[config.mk]
export PLATFORM = sky130hd
export DESIGN_NAME = multicycle_ctrl
export DESIGN_NICKNAME = d
export VERILOG_FILES = /design/src/rtl/ctrl_pkg.sv /design/src/rtl/cond_eval.sv /design/src/rtl/multicycle_ctrl.sv
export SDC_FILE = /design/constraint.sdc
export NUM_CORES = 1
export LEC_CHECK = 0
export ABC_AREA = 0
export BUFFER_PORTS_ARGS = -buffer_cell sky130_fd_sc_hd__buf_4
export CORE_MARGIN = 2
export CORE_UTILIZATION = 42
export CTS_BUF_LIST = sky130_fd_sc_hd__clkbuf_8 sky130_fd_sc_hd__clkbuf_16
export CTS_CLUSTER_SIZE = 16
export DETAILED_ROUTE_END_ITERATION = 6
export GPL_TIMING_DRIVEN = 0
export PLACE_DENSITY = 0.82
export SLEW_MARGIN = 20
export SYNTH_ARGS = -nofsm -noshare
export SYNTH_HDL_FRONTEND = slang
export SYNTH_SLANG_ARGS = --single-unit
export TNS_END_PERCENT = 20
[constraint.sdc]
create_clock -name clk -period 1.8 [get_ports clk]
set_clock_uncertainty 0.05 [all_clocks]
set_input_delay 0.36 -clock clk [delete_from_list [all_inputs] [get_ports clk]]
set_output_delay 0.36 -clock clk [all_outputs]
set_load 0.05 [all_outputs]
[src/rtl/ctrl_pkg.sv]
`default_nettype none
// Shared state, ALU, condition and mux-select encodings for the multicycle control unit.
package ctrl_pkg;

  typedef enum logic [3:0] {
    S_FETCH  = 4'd0,
    S_DECODE = 4'd1,
    S_MEMADR = 4'd2,
    S_MEMRD  = 4'd3,
    S_MEMWB  = 4'd4,
    S_MEMWR  = 4'd5,
    S_EXECR  = 4'd6,
    S_EXECI  = 4'd7,
    S_ALUWB  = 4'd8,
    S_BRANCH = 4'd9
  } state_t;

  typedef enum logic [1:0] {
    ALU_ADD = 2'b00,
    ALU_SUB = 2'b01,
    ALU_AND = 2'b10,
    ALU_ORR = 2'b11
  } alu_ctrl_t;

  typedef logic [3:0] cond_t;

  localparam cond_t COND_EQ = 4'h0;
  localparam cond_t COND_NE = 4'h1;
  localparam cond_t COND_CS = 4'h2;
  localparam cond_t COND_CC = 4'h3;
  localparam cond_t COND_MI = 4'h4;
  localparam cond_t COND_PL = 4'h5;
  localparam cond_t COND_VS = 4'h6;
  localparam cond_t COND_VC = 4'h7;
  localparam cond_t COND_HI = 4'h8;
  localparam cond_t COND_LS = 4'h9;
  localparam cond_t COND_GE = 4'ha;
  localparam cond_t COND_LT = 4'hb;
  localparam cond_t COND_GT = 4'hc;
  localparam cond_t COND_LE = 4'hd;
  localparam cond_t COND_AL = 4'he;
  localparam cond_t COND_NV = 4'hf;

  localparam logic [3:0] CMD_AND = 4'b0000;
  localparam logic [3:0] CMD_SUB = 4'b0010;
  localparam logic [3:0] CMD_ADD = 4'b0100;
  localparam logic [3:0] CMD_ORR = 4'b1100;

  localparam logic [1:0] OP_DP  = 2'b00;
  localparam logic [1:0] OP_MEM = 2'b01;
  localparam logic [1:0] OP_BR  = 2'b10;

  localparam logic [1:0] RES_ALUOUT    = 2'b00;
  localparam logic [1:0] RES_DATA      = 2'b01;
  localparam logic [1:0] RES_ALURESULT = 2'b10;

  localparam logic [1:0] SRCB_RD2    = 2'b00;
  localparam logic [1:0] SRCB_EXTIMM = 2'b01;
  localparam logic [1:0] SRCB_FOUR   = 2'b10;

  localparam int FLAG_N = 3;
  localparam int FLAG_Z = 2;
  localparam int FLAG_C = 1;
  localparam int FLAG_V = 0;

endpackage
`default_nettype wire

[src/rtl/cond_eval.sv]
`default_nettype none
// Combinational ARM condition-code evaluator against the architectural NZCV flags.
module cond_eval
  import ctrl_pkg::*;
(
  input  logic [3:0] cond_i,
  input  logic [3:0] flags_i,
  output logic       condex_o
);

  logic w_n, w_z, w_c, w_v, w_ge;

  assign w_n  = flags_i[FLAG_N];
  assign w_z  = flags_i[FLAG_Z];
  assign w_c  = flags_i[FLAG_C];
  assign w_v  = flags_i[FLAG_V];
  assign w_ge = w_n ^ w_v;

  always_comb begin
    condex_o = 1'b0;
    case (cond_i)
      COND_EQ: condex_o = w_z;
      COND_NE: condex_o = ~w_z;
      COND_CS: condex_o = w_c;
      COND_CC: condex_o = ~w_c;
      COND_MI: condex_o = w_n;
      COND_PL: condex_o = ~w_n;
      COND_VS: condex_o = w_v;
      COND_VC: condex_o = ~w_v;
      COND_HI: condex_o = ~w_z & w_c;
      COND_LS: condex_o = w_z | ~w_c;
      COND_GE: condex_o = ~w_ge;
      COND_LT: condex_o = w_ge;
      COND_GT: condex_o = ~w_z & ~w_ge;
      COND_LE: condex_o = w_z | w_ge;
      COND_AL: condex_o = 1'b1;
      COND_NV: condex_o = 1'b0;
      default: condex_o = 1'b0;
    endcase
  end

endmodule
`default_nettype wire

[src/rtl/multicycle_ctrl.sv]
`default_nettype none
// Moore-FSM control unit for the multicycle ARM-subset core; owns NZCV and
// gates every architectural write with the condition latched in DECODE.
module multicycle_ctrl
  import ctrl_pkg::*;
#(
  parameter int STATE_W = 4
) (
  input  logic               clk,
  input  logic               reset_n,
  input  logic [3:0]         cond,
  input  logic [1:0]         op,
  input  logic [5:0]         funct,
  input  logic [3:0]         rd,
  input  logic [3:0]         alu_flags,
  output logic               pc_write,
  output logic               adr_src,
  output logic               mem_write,
  output logic               ir_write,
  output logic [1:0]         result_src,
  output logic               alu_src_a,
  output logic [1:0]         alu_src_b,
  output logic [1:0]         alu_control,
  output logic [1:0]         imm_src,
  output logic [1:0]         reg_src,
  output logic               reg_write,
  output logic [3:0]         flags_q,
  output logic [STATE_W-1:0] state_o
);

  state_t    state_q, state_d;
  logic      condex_q, condex_d;
  logic [3:0] flags_d;

  logic      w_condex;
  logic      w_cmd_ok;
  logic      w_is_exec;
  alu_ctrl_t w_alu_op;
  logic      w_pc_write, w_mem_write, w_ir_write, w_reg_write;

  cond_eval u_cond_eval (
    .cond_i   (cond),
    .flags_i  (flags_q),
    .condex_o (w_condex)
  );

  always_comb begin
    w_cmd_ok = 1'b1;
    w_alu_op = ALU_ADD;
    case (funct[4:1])
      CMD_ADD: w_alu_op = ALU_ADD;
      CMD_SUB: w_alu_op = ALU_SUB;
      CMD_AND: w_alu_op = ALU_AND;
      CMD_ORR: w_alu_op = ALU_ORR;
      default: w_cmd_ok = 1'b0;
    endcase
  end

  assign w_is_exec = (state_q == S_EXECR) || (state_q == S_EXECI);

  // Condition is frozen on leaving DECODE so flag updates in execute cannot
  // retroactively change gating of the instruction that produced them.
  always_comb begin
    condex_d = (state_q == S_DECODE) ? w_condex : condex_q;
    flags_d  = flags_q;
    if (w_is_exec && funct[0] && condex_q && w_cmd_ok) begin
      flags_d[FLAG_N] = alu_flags[FLAG_N];
      flags_d[FLAG_Z] = alu_flags[FLAG_Z];
      if ((w_alu_op == ALU_ADD) || (w_alu_op == ALU_SUB)) begin
        flags_d[FLAG_C] = alu_flags[FLAG_C];
        flags_d[FLAG_V] = alu_flags[FLAG_V];
      end
    end
  end

  always_ff @(posedge clk or negedge reset_n) begin
    if (!reset_n) begin
      state_q  <= S_FETCH;
      flags_q  <= 4'b0000;
      condex_q <= 1'b0;
    end else begin
      state_q  <= state_d;
      flags_q  <= flags_d;
      condex_q <= condex_d;
    end
  end

  always_comb begin
    state_d = S_FETCH;
    case (state_q)
      S_FETCH:  state_d = S_DECODE;
      S_DECODE: begin
        case (op)
          OP_MEM:  state_d = S_MEMADR;
          OP_DP:   state_d = funct[5] ? S_EXECI : S_EXECR;
          OP_BR:   state_d = S_BRANCH;
          default: state_d = S_FETCH;
        endcase
      end
      S_MEMADR: state_d = funct[0] ? S_MEMRD : S_MEMWR;
      S_MEMRD:  state_d = S_MEMWB;
      S_EXECR,
      S_EXECI:  state_d = S_ALUWB;
      default:  state_d = S_FETCH;
    endcase
  end

  always_comb begin
    w_pc_write  = 1'b0;
    w_mem_write = 1'b0;
    w_ir_write  = 1'b0;
    w_reg_write = 1'b0;
    adr_src     = 1'b0;
    result_src  = RES_ALUOUT;
    alu_src_a   = 1'b0;
    alu_src_b   = SRCB_RD2;
    alu_control = ALU_ADD;
    case (state_q)
      S_FETCH: begin
        alu_src_a  = 1'b1;
        alu_src_b  = SRCB_FOUR;
        result_src = RES_ALURESULT;
        w_ir_write = 1'b1;
        w_pc_write = 1'b1;
      end
      S_DECODE: begin
        alu_src_a  = 1'b1;
        alu_src_b  = SRCB_FOUR;
        result_src = RES_ALURESULT;
      end
      S_MEMADR: alu_src_b = SRCB_EXTIMM;
      S_MEMRD:  adr_src = 1'b1;
      S_MEMWR: begin
        adr_src     = 1'b1;
        w_mem_write = condex_q;
      end
      S_MEMWB: begin
        result_src  = RES_DATA;
        w_reg_write = condex_q;
      end
      S_EXECR: begin
        alu_src_b   = SRCB_RD2;
        alu_control = w_alu_op;
      end
      S_EXECI: begin
        alu_src_b   = SRCB_EXTIMM;
        alu_control = w_alu_op;
      end
      S_ALUWB: begin
        result_src  = RES_ALUOUT;
        w_reg_write = condex_q & w_cmd_ok;
      end
      S_BRANCH: begin
        alu_src_b  = SRCB_EXTIMM;
        result_src = RES_ALURESULT;
        w_pc_write = condex_q;
      end
      default: ;
    endcase
    // A writeback to R15 is a jump, so it must also load the PC.
    if (((state_q == S_MEMWB) || (state_q == S_ALUWB)) && (rd == 4'hf) && w_reg_write)
      w_pc_write = 1'b1;
  end

  assign pc_write  = w_pc_write  & reset_n;
  assign ir_write  = w_ir_write  & reset_n;
  assign mem_write = w_mem_write & reset_n;
  assign reg_write = w_reg_write & reset_n;

  assign imm_src = op;
  assign reg_src = {op == OP_MEM, op == OP_BR};
  assign state_o = STATE_W'(state_q);

endmodule
`default_nettype wire

## Word-level counts from Yosys, hierarchy flattened

Index checks and enable logic that the tools add are counted.

| storage, ports and cells | value |
|---|---|
| bits in registers | 9 |
| latch bits | 0 |
| memory bits (writable) | 0 |
| memory bits (read-only) | 0 |
| bits of input ports | 22 |
| output and inout port bits | 24 |
| logic and storage cells | 87 |
| memories | 0 |

| operators by class | value |
|---|---|
| add/sub/neg operators | 0 |
| multipliers | 0 |
| div/mod/pow operators | 0 |
| $lt $le $gt $ge | 0 |
| equality and inequality tests | 31 |
| shift-type cells | 0 |
| multiplexer cells | 17 |
| bitwise logic cells | 15 |
| reduce and logical (&&, ||, !) cells | 20 |

Operators by type and width:

| kind | count |
|---|---|
| equality test 4 bit (second input constant) | 12 |
| equality test 4 x 3 -> 1 bit (second input constant) | 9 |
| equality test 4 x 2 -> 1 bit (second input constant) | 5 |
| case mux 4 bit (5 select lines) | 1 |
| case mux 1 bit (16 select lines) | 1 |
| zero test 4 bit | 3 |
| case mux 4 bit (3 select lines) | 1 |
| equality test 4 x 1 -> 1 bit (second input constant) | 2 |
| case mux 2 bit (2 select lines) | 2 |
| bitwise AND 1 bit | 7 |
| 2-to-1 mux 1 bit | 7 |
| case mux 2 bit (3 select lines) | 1 |
| OR reduction 2 bit | 3 |
| OR reduction 3 bit | 2 |
| logical AND 1 bit | 5 |
| inverter 1 bit | 5 |
| equality test 2 x 1 -> 1 bit (second input constant) | 2 |
| zero test 2 bit | 2 |
| case mux 1 bit (2 select lines) | 2 |
| OR reduction 4 bit | 1 |
| logical OR 1 bit | 3 |
| 2-to-1 mux 3 bit | 1 |
| equality test 2 bit (second input constant) | 1 |
| 2-to-1 mux 2 bit | 1 |
| 3 further kinds | 4 |

## Longest topological paths before layout

Gate-level depths: netlist (run 1).

| logic depth | value |
|---|---|
| depth in word-level cells | 8 |
| mapped depth | 6 |
| depth with buffers taken out | 5 |

## Modules after synthesis

From an unflattened synthesis (run 1), not the netlist that was laid out.

| second synthesis, totals | value |
|---|---|
| cell total of the unflattened synthesis | 98 |
| area, all modules | 862.1 µm² |

Modules (own cells, without submodules):

| module | instances | cells an instance | area each (µm²) | seq. area each (µm²) |
|---|---|---|---|---|
| multicycle_ctrl | 1 | 75 | 706.9 | 225.2 |
| cond_eval | 1 | 23 | 155.1 | 0.0 |

## Worst setup path before layout (run 1)

OpenSTA, ideal clock, no wires.

| timing path | value |
|---|---|
| path kind | register to output |
| start | register state_q[3] (netlist: state_o[3]) |
| end | output port pc_write |
| arrival | 3.284 ns |
| required time | 1.390 ns |
| setup slack | -1.894 ns |
| stages on the path, launching flop included | 6 |
| path buffers | 1 |
| cells stage by stage | dfrtp_1 clkbuf_1 and2b_1 a21oi_1 nor4_1 a32o_1 |

| between the ends | value |
|---|---|
| word-level cells in the longest chain between the ends | 6 |
| elaborated cells on any way between the ends | 11 |
| classes of those cells | 3 x eq/ne; 3 x mux; 1 x bitwise; 4 x reduce/logical |

Ends and longest elaborated chain:

| item | RTL line | RTL |
|---|---|---|
| from (decl) | multicycle_ctrl.sv:31 | `state_t state_q, state_d;` |
| from (signal assigned) | multicycle_ctrl.sv:82 | `state_q <= state_d;` |
| parallel branches: the longest is 4 deep, another holds equality test 4 bit | n/a |  |
| 2-to-1 mux 1 bit * | multicycle_ctrl.sv:161 | `if (((state_q == S_MEMWB) \|\| (state_q == S_ALUWB)) && (rd == 4'hf) && w_reg_write)` |
| bitwise AND 1 bit * | multicycle_ctrl.sv:165 | `assign pc_write = w_pc_write & reset_n;` |
| to (decl) | multicycle_ctrl.sv:16 | `output logic pc_write,` |

Every way passes the cells marked *.

## Final worst setup path (run 1)

Ends and elaborated chain as after synthesis.

==> results of run 1 <==
-- Yosys cell counts (all sizes together) --
cell | number | share of area [%]
o22ai | 1 | 0.80
a21oi | 4 | 2.6
o21ai | 8 | 5.1
and4 | 1 | 1.1
nor3b | 1 | 0.96
nor2 | 8 | 3.8
nor4 | 2 | 1.6
nand2 | 9 | 4.9
clkbuf | 3 | 1.4
and3b | 1 | 1.3
o311ai | 1 | 1.1
xor2 | 1 | 1.1
buf | 4 | 3.5
or3 | 1 | 1.4
mux2i | 1 | 1.3
xnor2 | 3 | 3.3
a211oi | 1 | 1.6
nor4b | 1 | 1.1
a32o | 1 | 1.3
a21boi | 3 | 2.9
mux2 | 6 | 9.6
nor2b | 3 | 2.7
and2 | 2 | 1.6
dfrtp | 9 | 29
inv | 4 | 1.9
and2b | 2 | 2.2
and3 | 1 | 0.80
a2111oi | 1 | 1.9
nand2b | 4 | 3.2
nand3 | 1 | 0.64
nor3 | 7 | 4.5
-- flip-flops by register name, summed over array words and instances (netlist names) --
name and cells:
condex_q 1, state_o 4, flags_q 4
-- per-stage QoR --
| stage | TNS, ns | std cells | worst slack (ns) |
|---|---|---|---|
| after floorplan | -2.79 | 95 | -0.606 |
| after global placement | -0.289 | 164 | -0.196 |
| after detailed placement | -0.308 | 164 | -0.202 |
| after CTS | -0.677 | 171 | -0.191 |
| after global routing | -1.00 | 173 | -0.245 |
| final | -0.459 | 173 | -0.175 |
-- repair_timing --
item / 4_1_cts / 5_1_grt
endpoints found under the setup margin: 8 / 11
buffers inserted: 2 / 3
pin swaps: 4 / 4
resized for setup: 7 / 8
cloned: 0 / 0
hold buffers: 1 / 0
endpoints found under the hold margin: 9 / 0
-- final cells by class --
cell class                      instances  area [um^2]
Buffer                                  6         52.6
Inverter                                4         15.0
Fill cell                             140          393
Timing Repair Buffer                   50          400
Multi-Input combinational cell         75          579
Sequential cell                         9          229
Tap cell                               25         31.3
Clock buffer                            3         41.3
Clock inverter                          1         3.75
-- worst min-delay path by stage --
stage / start / to / slack (ns) / cells past startpoint
2_1_floorplan: reset_n / condex_q / 0.01 / 0
3_3_place_gp: reset_n / state_o[0] / 0.15 / 1
3_5_place_dp: reset_n / state_o[0] / 0.15 / 1
4_1_cts: alu_flags[1] / flags_q[1] / 0.31 / 2
5_1_grt: alu_flags[1] / flags_q[1] / 0.31 / 2
6_report: alu_flags[1] / flags_q[1] / 0.32 / 2
-- worst reg2reg max path: stages, from the launching register on --
cell and delay (ns):
dfrtp_2 0.40, and2b_4 0.27, nand2_2 0.10, and3b_2 0.31, nand2_2 0.09, mux2_4 0.31
-- logic make-up after synthesis --
group | count (synthesis) | share of synthesized area (%)
AND/OR/NAND/NOR | 44 | 31.9
AO/OA/AOI/OAI | 20 | 17.2
buffers and inverters | 11 | 6.86
flip-flops | 9 | 28.7
multiplexers | 7 | 10.8
XOR/XNOR | 4 | 4.47
-- metal layers --
metal | wire length, um | share of wire, % | global-route usage, % | vias up
met1 | 953 | 42 | 29.3 | 405
met5 | 0 | 0 | 0 | -
met3 | 103 | 4.5 | 1.54 | 2
met2 | 1190 | 52 | 37.8 | 30
li1 | - | - | - | 437
met4 | 25 | 1.1 | 6.11 | 0
-- where the power goes --
| part | switching, mW | internal [mW] | leakage [nW] | total, mW |
|---|---|---|---|---|
| clock network | 0.0766 | 0.148 | 0.0269 | 0.225 |
| registers | 0.109 | 0.275 | 0.115 | 0.384 |
| logic | 1.03 | 0.625 | 0.505 | 1.65 |
==> run_results.csv, run 1 <==
group,metric,value,unit
run_status,outcome,"finished, violations left",
run_status,violations,"setup timing",
clock_tree,numCtsBuffers,3,
timing,hold_viol_final,0,
power_and_ir_drop,ir_drop,1330,uV
yosys,synth.avg_cell_area,8.26,um^2
cells_and_area,final_cell_mix,"buf_4 (46), nor2_1 (7)",
clock_tree,cts_root_buf,"clkbuf_8",
setup_path,crit_buf_inv,2,
global_routing,track_usage,21.9,%
timing,rsz0062_at_grt,"yes",
setup_path,rr_worst_depth,5,
route,drc,0,
route,ant_nets,0,
cells_and_area,final_nets,171,
global_routing,antenna_found_initial,0,
route,vias,874,
floorplan,die_area,2230,um^2
timing,slew_violations,0,
yosys,synth.net_count,117,
floorplan,core_area,1750,um^2
floorplan,die_w,47.2,um
setup_path,crit_end,"pc_write",
cells_and_area,diodes,0,
cells_and_area,mostFrequentLayoutCell,"buf_4",
setup_path,path_delay_family,"compound AO/OA/AOI/OAI gates",
power_and_ir_drop,powerDensity,1670,nW/um^2
yosys,netlist_area,785,um^2
setup_path,r2r_slack,0.15,ns
timing,max-slew-margin-rel,70.9,%
timing,fin_crit,1.98,ns
clock_tree,clkTransAtPathRegs,0.05,ns
yosys,synth-seq-area-share,28.7,%
timing,finalCritPeriodShare,110,%
route,viasPerCell,5.05,
timing,worst_slew_pin_slew,0.435,ns
clock_tree,clk_latency,0.23,ns
clock_tree,cts.sinks,9,
route,routedWlPerCell,13.1,um
setup_path,reg2reg_from,"state_o[3]",
cells_and_area,syn2layout_area_growth,72.4,%
setup_path,arrival,1.57,ns
setup_path,max_stage_delay,0.40,ns
setup_path,path_cells,"clkbuf_8 -> and2b_1 -> a21oi_2 -> nor4_4 -> a32o_2 -> buf_8",
floorplan,num_rows,15,
floorplan,start_util,44.9,%
cells_and_area,final_area,1350,um^2
global_routing,grt_pass1_wl,3.51,mm
timing,max_freq,506,MHz
power_and_ir_drop,fin_total_pwr,2.26,mW
setup_path,crit_path_start,"state_o[3]",
setup_path,crit_required,1.39,ns
setup_path,cp_max_fo,3,
global_routing,gr-total-overflow,0,
global_routing,grt_start_max_net_pins,11,
yosys,netlist_instances,95,
yosys,ys_warn_count,0,
cells_and_area,drive_gt1_share,59.5,%
setup_path,cp-start-kind,"register",
timing,setup_viol,6,
placement,io_buffers,44,
clock_tree,cts_tree,"yes",
setup_path,r2r-end,"flags_q[1]",
route,drt_iter0_drc,13,
setup_path,crit_type,"reg2out",
floorplan,io_pins,46,
setup_path,cp_slowest_cell,"dfrtp_2",
clock_tree,htreeDepth,1,
timing,timing.hold.ws,0.318,ns
power_and_ir_drop,power_leakage,0.646,nW
timing,fin_ws,-0.175,ns
setup_path,crit_cells,6,
placement,dpl.hpwl,1.78,mm
cells_and_area,final_util,77.5,%
placement,placed_cell_area,1230,um^2
worst_hold_path,hp-class,"in2reg",
yosys,ys_ff_latch,9,
yosys,yosysUniqueCellTypes,37,
route,wl,2.27,mm
clock_tree,clk_path_buf_depth,2,
placement,gp_congestion,0.805,
setup_path,crit_path_end_kind,"output pin",
route,firstDrtPassIters,4,
job,max_cap_violations,0,
global_routing,grt_pass1_vias,822,
floorplan,die_h,47.2,um
Power figures use the tool's default switching activity.
==> run 2, diff against run 1 <==
Settings changed: BUFFER_PORTS_ARGS -buffer_cell sky130_fd_sc_hd__buf_4 to default, CORE_UTILIZATION 42 to 60, DONT_BUFFER_PORTS from default to 1, PLACE_DENSITY 0.82 to 0.8, SLEW_MARGIN 20 to 30.
==> run 2 against run 1 <==
Net effect:
- the run still ends with setup timing left
- setup slack got worse by 0.70 ns
- fmax is 26% lower
- largest cell class unchanged
- cell count fell by 29%
- highest routed layer unchanged
- critical endpoint unchanged
- die area decreased by 28%
==> run_results.csv, run 2 (synthesis results as in run 1) <==
group,metric,value,unit
worst_hold_path,min_path_cells,1,
timing,timing.hold.ws,0.223,ns
floorplan,die_w,40.2,um
global_routing,track_usage,33.8,%
power_and_ir_drop,powerDensity,2050,nW/um^2
timing,hold_viol_final,0,
timing,rsz0062_at_grt,"yes",
global_routing,grt_pass1_wl,3.40,mm
clock_tree,clk_latency,0.24,ns
floorplan,die_area,1610,um^2
timing,fin_crit,2.67,ns
global_routing,antenna_found_initial,0,
cells_and_area,final_nets,130,
global_routing,grt_pass1_vias,765,
timing,max_freq,374,MHz
route,viasPerCell,6.72,
clock_tree,cts_root_buf,"clkbuf_8",
setup_path,cp_max_fo,4,
cells_and_area,final_area,1170,um^2
power_and_ir_drop,fin_total_pwr,2.40,mW
setup_path,crit_type,"reg2out",
placement,io_buffers,0,
floorplan,start_util,62.6,%
setup_path,crit_path_end_kind,"output pin",
setup_path,rr_worst_depth,7,
clock_tree,htreeDepth,1,
placement,placed_cell_area,883,um^2
placement,dpl.hpwl,1.38,mm
clock_tree,clk_path_buf_depth,2,
route,firstDrtPassIters,3,
timing,worst_slew_pin_slew,0.947,ns
power_and_ir_drop,ir_drop,1300,uV
floorplan,num_rows,13,
route,vias,820,
setup_path,arrival,2.26,ns
clock_tree,numCtsBuffers,3,
global_routing,gr-total-overflow,0,
clock_tree,cts.sinks,9,
placement,dp_cells,110,
setup_path,crit_required,1.39,ns
cells_and_area,diodes,0,
cells_and_area,final_cell_mix,"buf_4 (7), nand2_1 (6), o21ai_0 (6), nor3_4 (6)",
job,max_cap_violations,0,
route,wl,2.75,mm
timing,setup_tns,-4.20,ns
run_status,violations,"setup timing",
timing,slew_violations,0,
global_routing,grt_start_max_net_pins,11,
timing,setup_viol,15,
run_status,outcome,"finished, violations left",
cells_and_area,fillCellCount,46,
placement,pre_cts_ws,-0.664,ns
timing,fin_ws,-0.871,ns
setup_path,r2r_slack,-0.16,ns
setup_path,cp-start-kind,"register",
setup_path,r2r-end,"condex_q",
route,drc,0,
timing,max-slew-margin-rel,36.7,%
setup_path,reg2reg_from,"state_o[2]",
cells_and_area,mostFrequentLayoutCell,"buf_4",
cells_and_area,drive_gt1_share,51.4,%
cells_and_area,layoutNonFillerInstCount,122,
worst_hold_path,worstHoldEndpoint,"flags_q[2]",
clock_tree,cts_tree,"yes",
worst_hold_path,hp-class,"in2reg",
floorplan,core_area,1250,um^2
floorplan,die_h,40.2,um
clock_tree,clkTransAtPathRegs,0.05,ns
cells_and_area,syn2layout_area_growth,49.3,%
timing,finalCritPeriodShare,148,%
floorplan,io_pins,46,
route,ant_nets,0,
cells_and_area,final_util,93.5,%
worst_hold_path,min_from,"alu_flags[2]",
route,drt_iter0_drc,17,
route,routedWlPerCell,22.5,um
placement,gp_congestion,0.699,
power_and_ir_drop,power_leakage,0.492,nW
## run 2: metal layers
metal  up-vias  GRT usage [%]  wire length [um]
li1        354              -                 -
met1       413           36.2              1030
met2        43           61.7              1510
met3        10           7.22               147
met4         0           16.4                62
met5         -              0                 0
## run 2: worst max-delay path by stage
stage / from / endpoint / slack [ns] / depth (start not counted)
finish: state_o[2] / pc_write / -0.87 / 5
global route: state_o[2] / pc_write / -0.89 / 5
CTS: state_o[2] / pc_write / -0.82 / 5
detailed placement: state_o[3] / pc_write / -0.66 / 5
global placement: state_o[3] / pc_write / -0.65 / 5
floorplan: state_o[2] / pc_write / -0.61 / 5
## run 2: final cells by class
class | count | area [um^2] | area share, %
multi-input combinational | 75 | 693 | 59.2
sequential | 9 | 235 | 20.1
buffer | 7 | 85.1 | 7.26
timing repair buffer | 8 | 78.8 | 6.73
clock buffer | 3 | 41.3 | 3.53
tap | 15 | 18.8 | 1.60
inverter | 4 | 15.0 | 1.28
clock inverter | 1 | 3.75 | 0.321
## run 2: worst max-delay path, stage by stage, from the launching register on
cell     delay [ns]
dfrtp_2        0.52
buf_6          0.18
and2b_1        0.23
a21oi_2        0.08
nor4_4         0.59
a32o_2         0.42
## run 2: report_power, final
group	internal, mW	total [mW]	switching (mW)
logic	0.593	1.55	0.953
registers	0.285	0.612	0.327
clock network	0.150	0.241	0.0917
## run 2: what timing repair did
item | in CTS | in global routing
setup endpoints to repair | 15 | 17
pin swaps | 7 | 8
hold buffers | 1 | 0
buffers inserted | 3 | 4
endpoints found under the hold margin | 9 | 0
gates resized for setup | 30 | 8
==> run 3, diff against run 2 <==
Settings changed: ABC_AREA 0 to 1.
==> run 3 against run 2 <==
Net effect:
- cell area fell by 16%
- die area rose by 2.2%
- combinational power fell by 34%
- synthesized area rose by 2.4%
- setup slack improved by 0.22 ns
- count of clock-buffer cells in the layout did not move
- fmax rose by 9.0%
- non-clock buffer count fell by 10
- synthesized cell count rose by 44%
- core utilization fell by 16 points
- the run still ends with setup timing left
- highest routed layer unchanged
- largest cell class unchanged
- sequential power fell by 7.0%
- sequential share of layout area rose by 3.7 points
==> run_results.csv, run 3 <==
group,metric,value,unit
timing,setup_viol,12,
cells_and_area,diodes,0,
power_and_ir_drop,ir_drop,1800,uV
setup_path,max_stage_delay,0.54,ns
timing,fin_ws,-0.651,ns
route,vias,917,
yosys,yosys.cell_count.top_type,"nand2_1",
yosys,synthTopCellsByCount,"nand2_1 (38), inv_1 (20), nor2_1 (20)",
setup_path,rr_worst_depth,9,
timing,rsz0062_at_grt,"yes",
timing,finalCritPeriodShare,136,%
route,routedWlPerCell,12.7,um
yosys,yosys.area.top_type_share,28.0,%
yosys,netlist_area,803,um^2
route,ant_nets,0,
cells_and_area,final_area,978,um^2
global_routing,grt_pass1_wl,2.92,mm
yosys,netlist_instances,137,
global_routing,antenna_found_initial,0,
timing,slew_violations,0,
setup_path,path_cells,"inv_2 -> nand2_2 -> nor3_4 -> a21oi_2 -> nor2_1 -> a21oi_1 -> nor2_4",
global_routing,gr-total-overflow,0,
timing,worst_slew_pin_slew,1.03,ns
run_status,violations,"setup timing",
setup_path,path_delay_family,"simple AND/OR/NAND/NOR gates",
floorplan,die_area,1650,um^2
yosys,synth-seq-area-share,28.0,%
power_and_ir_drop,p_int,0.635,mW
setup_path,reg2reg_from,"state_o[2]",
run_status,outcome,"finished, violations left",
floorplan,core_area,1270,um^2
placement,placed_cell_area,862,um^2
timing,setup_tns,-4.32,ns
cells_and_area,final_cell_mix,"nand2_1 (36), inv_1 (19), nor2_1 (16)",
global_routing,track_usage,27.3,%
setup_path,r2r-end,"flags_q[0]",
power_and_ir_drop,switching_power,1.19,mW
setup_path,cp_max_fo,7,
route,firstDrtPassIters,4,
floorplan,num_rows,13,
yosys,ys.flop_type,"dfrtp_1",
timing,fin_crit,2.45,ns
worst_hold_path,worstHoldEndpoint,"state_o[1]",
floorplan,die_h,40.6,um
setup_path,crit_required,1.39,ns
clock_tree,clk_path_buf_depth,2,
power_and_ir_drop,p_clk_share,12.4,%
timing,max_freq,408,MHz
timing,timing.hold.ws,0.187,ns
placement,gp_congestion,0.712,
setup_path,crit_path_end_kind,"output pin",
power_and_ir_drop,power_leakage,0.484,nW
route,wl,2.02,mm
cells_and_area,mostFrequentLayoutCell,"nand2_1",
clock_tree,cts.sinks,9,
setup_path,cp_slowest_cell,"dfrtp_2",
power_and_ir_drop,fin_total_pwr,1.82,mW
job,max_cap_violations,0,
placement,pre_cts_ws,-0.496,ns
clock_tree,htreeDepth,1,
cells_and_area,drive_gt1_share,23.6,%
placement,dpl.hpwl,1.54,mm
floorplan,start_util,63.3,%
setup_path,cp-start-kind,"register",
global_routing,grt_pass1_vias,728,
route,drc,0,
route,drt_iter0_drc,29,
clock_tree,cts_root_buf,"clkbuf_8",
yosys,yosysUniqueCellTypes,19,
clock_tree,clk_latency,0.23,ns
yosys,ys_warn_count,0,
power_and_ir_drop,p_comb_share,56.3,%
setup_path,arrival,2.04,ns
yosys,yosys-top-cells-area,"dfrtp_1 (28%), nand2_1 (18%), inv_1 (9.3%)",
setup_path,crit_type,"reg2out",
yosys,synth_top_area_cell,"dfrtp_1",
setup_path,r2r_slack,0.17,ns
placement,io_buffers,0,
yosys,synth_edf_count,0,
global_routing,grt_start_max_net_pins,10,
yosys,ys_ff_latch,9,
worst_hold_path,hp-class,"in2reg",
cells_and_area,syn2layout_area_growth,21.8,%
clock_tree,numCtsBuffers,3,
power_and_ir_drop,switching_share,65.1,%
setup_path,crit_buf_inv,1,
timing,hold_viol_final,0,
floorplan,io_pins,46,
yosys,synth.net_count,159,
worst_hold_path,min_from,"op[1]",
yosys,synthArstFlopShare,100,%
power_and_ir_drop,p_seq_share,31.3,%
clock_tree,cts_tree,"yes",
cells_and_area,final_nets,167,
power_and_ir_drop,powerDensity,1860,nW/um^2
route,viasPerCell,5.77,
timing,max-slew-margin-rel,31.1,%
floorplan,die_w,40.6,um
clock_tree,clkTransAtPathRegs,0.04,ns
yosys,synth.avg_cell_area,5.86,um^2
worst_hold_path,min_path_cells,1,
## run 3: cell types whose count changed after synthesis, moves of 4 or more
cell / change
a21oi_1: +4
inv_1: +16
mux2_2: -4
nand2_1: +31
nand2b_1: -4
nand3_1: +9
nor2_1: +12
o21ai_0: +5
## run 3: layout make-up
cell class,instances,area [um^2]
Fill cell,100,290
Buffer,2,15.0
Multi-Input combinational cell,104,558
Sequential cell,9,233
Inverter,22,83.8
Timing Repair Buffer,3,25.0
Tap cell,15,18.8
Clock inverter,1,3.75
Clock buffer,3,41.3
## run 3: per-layer routing
layer / track usage (%) / routed length, um
met1: 35.9 / 863
met2: 41.3 / 951
met4: 10.8 / 22
met3: 8.33 / 184
met5: 0 / 0
## run 3: metrics by stage
step,std cells,util (%)
2_1_floorplan,137,-
3_3_place_gp,152,67.9
3_5_place_dp,152,67.9
4_1_cts,159,76.3
5_1_grt,159,77.1
6_report,159,77.1
## run 3: cell families (layout without fill, tap and decap cells)
logic type	Yosys count	in the layout	share of synthesized area, %
DFF	9	9	28.0
buffers and inverters	24	31	12.3
AOI/OAI and AO/OA	24	24	15.9
and+or+nand+nor	80	80	43.8
## run 3: worst max-delay path by stage
stage / from / endpoint / slack, ns / cells past startpoint
6_report: state_o[1] / pc_write / -0.65 / 7
3_3_place_gp: state_o[0] / pc_write / -0.47 / 7
5_1_grt: state_o[1] / pc_write / -0.76 / 7
2_1_floorplan: state_o[0] / pc_write / -0.41 / 7
4_1_cts: state_o[1] / pc_write / -0.65 / 7
3_5_place_dp: state_o[0] / pc_write / -0.50 / 7
## run 3: power by group through the flow
stage	combinational (mW)	sequential, mW	clock [mW]
3_3_place_gp	0.922	0.565	0
6_report	1.03	0.569	0.226
5_1_grt	1.10	0.580	0.237
2_1_floorplan	0.850	0.549	0
4_1_cts	1.00	0.565	0.230
3_5_place_dp	0.935	0.567	0
## run 3: timing repair
action	CTS	global route
resized for setup	9	4
hold endpoints to repair	9	0
hold buffers	1	0
setup buffers	2	0
pin swaps	3	0
setup endpoints to repair	12	13
